==> config.mk <==
export PLATFORM = sky130hd
export DESIGN_NAME = cmc_array_sequencer_flat
export DESIGN_NICKNAME = d
export VERILOG_FILES = /design/src/rtl/cmc_array_sequencer_if.sv /design/src/rtl/cmc_array_sequencer.sv /design/src/flat_wrapper.sv
export SDC_FILE = /design/constraint.sdc
export NUM_CORES = 1
export LEC_CHECK = 0
export BUFFER_PORTS_ARGS = -buffer_cell sky130_fd_sc_hd__buf_2
export CAP_MARGIN = 10
export CORE_MARGIN = 10
export CORE_UTILIZATION = 59
export CTS_CLUSTER_DIAMETER = 100
export DETAILED_ROUTE_END_ITERATION = 10
export PLACE_DENSITY = 0.87
export SYNTH_ARGS = -nofsm -noshare
export SYNTH_HDL_FRONTEND = slang
export SYNTH_SLANG_ARGS = --single-unit
==> constraint.sdc <==
create_clock -name clk -period 4.7 [get_ports clk]
set_clock_uncertainty 0.15 [all_clocks]
set_input_delay 0.94 -clock clk [delete_from_list [all_inputs] [get_ports clk]]
set_output_delay 0.94 -clock clk [all_outputs]
set_load 0.05 [all_outputs]
==> src/rtl/cmc_array_sequencer_if.sv <==
// rtl/cmc_array_sequencer_if.sv - control/status bundle between bias control and the CMC array sequencer
// master: bias/power-management control (drives en_req, settle_cycles)
// slave : sequencer (drives cell_en, n_on, ready, off, busy, step)
interface cmc_array_sequencer_if #(
    parameter int N_CELLS = 11,
    parameter int CNT_W   = 8,
    parameter int NW      = $clog2(N_CELLS + 1)
);
    logic               en_req;
    logic [CNT_W-1:0]   settle_cycles;
    logic [N_CELLS-1:0] cell_en;
    logic [NW-1:0]      n_on;
    logic               ready;
    logic               off;
    logic               busy;
    logic               step;

    modport master (
        output en_req, settle_cycles,
        input  cell_en, n_on, ready, off, busy, step
    );

    modport slave (
        input  en_req, settle_cycles,
        output cell_en, n_on, ready, off, busy, step
    );
endinterface

==> src/rtl/cmc_array_sequencer.sv <==
// rtl/cmc_array_sequencer.sv - staged one-cell-at-a-time enable sequencer for a CMC mirror array
// Ports:
//   clk   : sequencer clock
//   rst_n : asynchronous active-low reset, drops every cell enable at once
//   sq    : slave side of cmc_array_sequencer_if
//           in : en_req (level on/off request), settle_cycles (S, step lasts S+1 cycles)
//           out: cell_en (thermometer), n_on, ready, off, busy, step (pulse on n_on change)
module cmc_array_sequencer #(
    parameter int N_CELLS = 11,
    parameter int CNT_W   = 8,
    parameter int NW      = $clog2(N_CELLS + 1)
) (
    input  logic                  clk,
    input  logic                  rst_n,
    cmc_array_sequencer_if.slave  sq
);
    localparam logic [NW-1:0] N_MAX = NW'(N_CELLS);

    typedef enum logic [1:0] {
        S_OFF  = 2'd0,
        S_UP   = 2'd1,
        S_ON   = 2'd2,
        S_DOWN = 2'd3
    } state_t;

    state_t             state, state_nxt;
    logic [NW-1:0]      n_on_q, n_on_nxt;
    logic [CNT_W-1:0]   timer, timer_nxt;
    logic [CNT_W-1:0]   settle_q, settle_nxt;
    logic               restart;
    logic [N_CELLS-1:0] cell_en_nxt;

    always_comb begin
        state_nxt   = state;
        n_on_nxt    = n_on_q;
        timer_nxt   = timer;
        settle_nxt  = settle_q;
        restart     = 1'b0;
        cell_en_nxt = '0;

        case (state)
            S_OFF: begin
                if (sq.en_req) begin
                    state_nxt = S_UP;
                    n_on_nxt  = NW'(1);
                    restart   = 1'b1;
                end
            end
            S_UP: begin
                // A dropped request reverses straight away, even mid-settle.
                if (!sq.en_req) begin
                    state_nxt = S_DOWN;
                    n_on_nxt  = n_on_q - 1'b1;
                    restart   = 1'b1;
                end else if (timer != settle_q) begin
                    timer_nxt = timer + 1'b1;
                end else if (n_on_q != N_MAX) begin
                    n_on_nxt  = n_on_q + 1'b1;
                    restart   = 1'b1;
                end else begin
                    // Last cell has had its full settle interval.
                    state_nxt = S_ON;
                    restart   = 1'b1;
                end
            end
            S_ON: begin
                if (!sq.en_req) begin
                    state_nxt = S_DOWN;
                    n_on_nxt  = N_MAX - 1'b1;
                    restart   = 1'b1;
                end
            end
            S_DOWN: begin
                if (sq.en_req) begin
                    state_nxt = S_UP;
                    n_on_nxt  = n_on_q + 1'b1;
                    restart   = 1'b1;
                end else if (timer != settle_q) begin
                    timer_nxt = timer + 1'b1;
                end else if (n_on_q != '0) begin
                    n_on_nxt  = n_on_q - 1'b1;
                    restart   = 1'b1;
                end else begin
                    state_nxt = S_OFF;
                    restart   = 1'b1;
                end
            end
            default: begin
                state_nxt = S_OFF;
                n_on_nxt  = '0;
                restart   = 1'b1;
            end
        endcase

        // Settle value is captured once per step so mid-step edits apply to the next step.
        if (restart) begin
            timer_nxt  = '0;
            settle_nxt = sq.settle_cycles;
        end

        for (int i = 0; i < N_CELLS; i++) begin
            cell_en_nxt[i] = (32'(n_on_nxt) > i);
        end
    end

    always_ff @(posedge clk or negedge rst_n) begin
        if (!rst_n) begin
            state      <= S_OFF;
            n_on_q     <= '0;
            timer      <= '0;
            settle_q   <= '0;
            sq.cell_en <= '0;
            sq.ready   <= 1'b0;
            sq.off     <= 1'b1;
            sq.busy    <= 1'b0;
            sq.step    <= 1'b0;
        end else begin
            state      <= state_nxt;
            n_on_q     <= n_on_nxt;
            timer      <= timer_nxt;
            settle_q   <= settle_nxt;
            sq.cell_en <= cell_en_nxt;
            sq.ready   <= (state_nxt == S_ON);
            sq.off     <= (state_nxt == S_OFF);
            sq.busy    <= (state_nxt == S_UP) || (state_nxt == S_DOWN);
            sq.step    <= (n_on_nxt != n_on_q);
        end
    end

    assign sq.n_on = n_on_q;
endmodule
==> src/flat_wrapper.sv <==
// flat-port wrapper written by rule: the top's interface ports become plain ports
module cmc_array_sequencer_flat 
#(
    parameter int N_CELLS = 11,
    parameter int CNT_W   = 8,
    parameter int NW      = $clog2(N_CELLS + 1)
)
  (clk, rst_n, sq_en_req, sq_settle_cycles, sq_cell_en, sq_n_on, sq_ready, sq_off, sq_busy, sq_step);
  cmc_array_sequencer_if #(.N_CELLS(N_CELLS), .CNT_W(CNT_W), .NW(NW)) sq_i ();
  input  logic clk;
  input  logic rst_n;
  input wire logic [$bits(sq_i.en_req)-1:0] sq_en_req;
  input wire logic [$bits(sq_i.settle_cycles)-1:0] sq_settle_cycles;
  output wire logic [$bits(sq_i.cell_en)-1:0] sq_cell_en;
  output wire logic [$bits(sq_i.n_on)-1:0] sq_n_on;
  output wire logic [$bits(sq_i.ready)-1:0] sq_ready;
  output wire logic [$bits(sq_i.off)-1:0] sq_off;
  output wire logic [$bits(sq_i.busy)-1:0] sq_busy;
  output wire logic [$bits(sq_i.step)-1:0] sq_step;
  assign sq_i.en_req = sq_en_req;
  assign sq_i.settle_cycles = sq_settle_cycles;
  assign sq_cell_en = sq_i.cell_en;
  assign sq_n_on = sq_i.n_on;
  assign sq_ready = sq_i.ready;
  assign sq_off = sq_i.off;
  assign sq_busy = sq_i.busy;
  assign sq_step = sq_i.step;
  cmc_array_sequencer #(.N_CELLS(N_CELLS), .CNT_W(CNT_W), .NW(NW)) u_core (.clk(clk), .rst_n(rst_n), .sq(sq_i));
endmodule
==> metrics.md <==
| Metric | Value |
|---|---|
| Outcome | completed |
| Final max-slew violation count | 0 |
| Data arrival, critical path | between 3 and 4 ns |
| Vias per cell | ~5.8 |
| DR WL met2 | approximately 2100 µm |
| Met3 WL | roughly 320 µm |
| Max Clk Rate | roughly 0.33 GHz |
| Worst-case hold path end point | u_core.settle_q[7] |
| P_leak | 1.06 nW |
| Critical path peak fanout | 10 |
| Layout Nets | 260 |
| Max-Cap Viols | 0 |
| CTS buffer count | 5 |
| CTS HTree Levels | 2 |
| Die width | just over 80 µm |
| Ant. Diodes | 0 |
| Clock tree from TritonCTS | done |
| Clock root buffer | clkbuf_8 |
| Rows | 21 |
| Hold depth | 1 |
| Tightest Pin Transition | roughly 1 ns |
| Setup-failing EPs final | 0 |
| DP HPWL | ~3200 µm |
| Most used DFF post-synth | dfrtp_1 |
| Design Power | approximately 1.6 mW |
| Pwr per Cell Area | roughly 660 nW/µm² |
| Final Cell Area | around 2400 µm² |
| WL final | 4510 µm |
| Synth Net Count | 237 |
| Fin crit period | 3.04 ns |
| Final worst-path setup slack | between 1.5 and 2 ns |
| GPL Wtd Cong | 0.914 |
| # resized after CTS | 0 |
| Element type at the critical path end | flip-flop |
| Register area share after synthesis | around 43% |
| Min-delay src | u_core.settle_q[7] |
| Clk Latency, worst-skew pair | roughly 0.29 ns |
| Synth Register Bits | 37 |
| # clock sinks | 37 |
| Final Hold Viols | 0 |
| Post-Synthesis Cells | between 200 and 250 |
| # hold bufs at CTS | 0 |
| Commonest cells after routing, fill and taps aside | dfrtp_1 (36), buf_2 (29), nor2_1 (19) |
| Met1 WL | just under 2000 µm |
| Total setup buffers inserted after CTS | 0 |
| Die ar. | 6500 µm² |
| Largest net degree at the start of global routing | 38 |
| Startpoint types | flip-flop |
| Worst R2R Start | u_core.sq.n_on[0] |
| Data required time of the critical path | roughly 4.7 ns |
| Global route overflow | 0 |
| Die Y | 80.6 µm |
| Worst-path clk slew | around 0.070 ns |
| Final Cycle Share | 64.8% |
| FFs w/ async S/R, synth | 100% |
| Worst R2R End | u_core.sq.cell_en[0] |
| Placed cell count | 285 |
| Avg Cell Area, Syn | about 10 µm² |
| Core area | 3440 µm² |
| RSZ-0062 raised after global routing | false |
| Area Growth Syn to Fin | 11.3% |
| Worst VDD drop | ~0.42 mV |
| Area of the mapped netlist | 2170 µm² |
| I/O Pins | 30 |
| Crit Path Class | flip-flop to flip-flop |
| Clock tree buffer depth | 2 |
| Worst reg2reg path depth | 8 |
| First-pass GRT wire length | just under 8000 µm |
| Slew HR | approximately 33% |
| I/O Buffers | 29 |
| Top Layer Used | met4 |
| Routed Antenna Nets | 0 |
| Drt first-iter violations | between 100 and 150 |
| Synth warn | 0 |
| Setup TNS | 0 ns |
| Starting Density | 63.0% |
| Via count | about 1.7k |
| Commonest non-fill, non-tap cell in the layout | dfrtp_1 |
| Layout cells sized above 1 | 25.5% |
| Post-synth EDFFs | 0 |
| Post-route insts no fill | a little under 300 |
| Pre-CTS setup slack | 1.48 ns |
| Post-place instance area | 2280 µm² |
| Synth cell types | 55 |
| Wire length per cell | between 15 and 20 µm |
| DRT Pass-1 Iters | 4 |
| Vias in the first global route | 1610 |
| GRT Overall Usage | about 15% |
| Hold crit path type | flip-flop to flip-flop |
| Antenna violations before repair | 0 |
| # DRC | 0 |
| Setup slack, reg-to-reg | 1.66 ns |
-- how the worst max path moves through the flow --
stage | from | end | slack (ns) | depth (start not counted)
after floorplan | u_core.sq.n_on[0] | u_core.sq.cell_en[0] | 1.77 | 9
after global placement | sq_en_req | u_core.settle_q[5] | 1.54 | 5
after detailed placement | sq_en_req | u_core.settle_q[1] | 1.48 | 5
after CTS | u_core.sq.n_on[0] | u_core.sq.cell_en[0] | 1.71 | 8
after global routing | u_core.sq.n_on[0] | u_core.sq.cell_en[0] | 1.47 | 8
final | u_core.sq.n_on[0] | u_core.sq.cell_en[0] | 1.66 | 8
-- logic make-up after synthesis --
logic type | share of synthesized area (%)
AND/OR/NAND/NOR | 20.6
AO/OA/AOI/OAI | 13.7
flip-flops | 42.8
buffers and inverters | 6.29
XOR/XNOR | 8.31
multiplexers | 6.12
adder cells (fa/ha/maj) | 2.19
-- cells in the mapped netlist (2+ instances only) --
| master | number | share of area [%] |
|---|---|---|
| dfrtp_1 | 36 | 42 |
| nor2_1 | 19 | 3.3 |
| nand2_1 | 18 | 3.1 |
| o21ai_0 | 13 | 3.0 |
| inv_1 | 12 | 2.1 |
| a21oi_1 | 10 | 2.3 |
| mux2_2 | 10 | 5.2 |
| nand4_1 | 8 | 2.3 |
| xnor2_1 | 8 | 3.2 |
| xor2_1 | 7 | 2.8 |
| nor3_1 | 6 | 1.4 |
| clkbuf_1 | 5 | 0.87 |
| buf_6 | 4 | 2.1 |
| a31oi_1 | 3 | 0.87 |
| and3_1 | 3 | 0.87 |
| ha_1 | 3 | 1.7 |
| nand3_1 | 3 | 0.69 |
| nor2b_1 | 3 | 0.87 |
| or3_1 | 3 | 0.87 |
| xnor2_2 | 3 | 2.3 |
| a211oi_1 | 2 | 0.69 |
| buf_4 | 2 | 0.69 |
| mux2i_1 | 2 | 0.92 |
| nand3b_1 | 2 | 0.69 |
| nand4_2 | 2 | 1.2 |
| nor2_2 | 2 | 0.58 |
| nor3b_1 | 2 | 0.69 |
| nor4_1 | 2 | 0.58 |
| o21a_1 | 2 | 0.69 |
| o31ai_1 | 2 | 0.69 |
| or2_2 | 2 | 0.58 |
-- flip-flops by register name (all words and copies together) (netlist names) --
name               count
u_core.sq.step         1
u_core.sq.cell_en     11
u_core.sq.ready        1
u_core.sq.n_on         4
u_core.sq.off          1
u_core.sq.busy         1
u_core.timer           8
u_core.state           2
u_core.settle_q        8
-- worst max-delay path, cell delays in order, from the launching register on --
cell	delay [ns]
dfrtp_1	0.50
inv_1	0.23
ha_1	0.26
nor3b_1	0.54
or3_1	0.24
mux2_2	0.38
nor3b_4	0.32
and3_1	0.24
nand2_1	0.06
-- through the flow --
stage	util [%]	hold slack, ns
after floorplan	-	0.352
after global placement	66.2	0.363
after global routing	70.1	0.413
after detailed placement	66.2	0.374
final	70.1	0.389
after CTS	70.1	0.391
-- power by group --
part	internal [mW]	total [mW]	switching, mW
registers	0.414	0.517	0.104
clock network	0.211	0.321	0.110
logic	0.250	0.756	0.507
total	0.874	1.59	0.720
-- layout make-up --
cell class	instances	area, µm²
Sequential cell	37	927
Timing Repair Buffer	29	145
Tap cell	46	57.6
Clock inverter	3	65.1
Multi-Input combinational cell	161	1100
Fill cell	268	1030
Inverter	12	45.0
Clock buffer	5	68.8
-- routing by layer --
metal | global-route usage [%] | up-vias
li1 | - | 830
met1 | 17.9 | 798
met2 | 24.0 | 51
met3 | 5.90 | 9
met4 | 4.93 | 0
met5 | 0 | -
No activity file was read; power rests on OpenSTA's default activity.
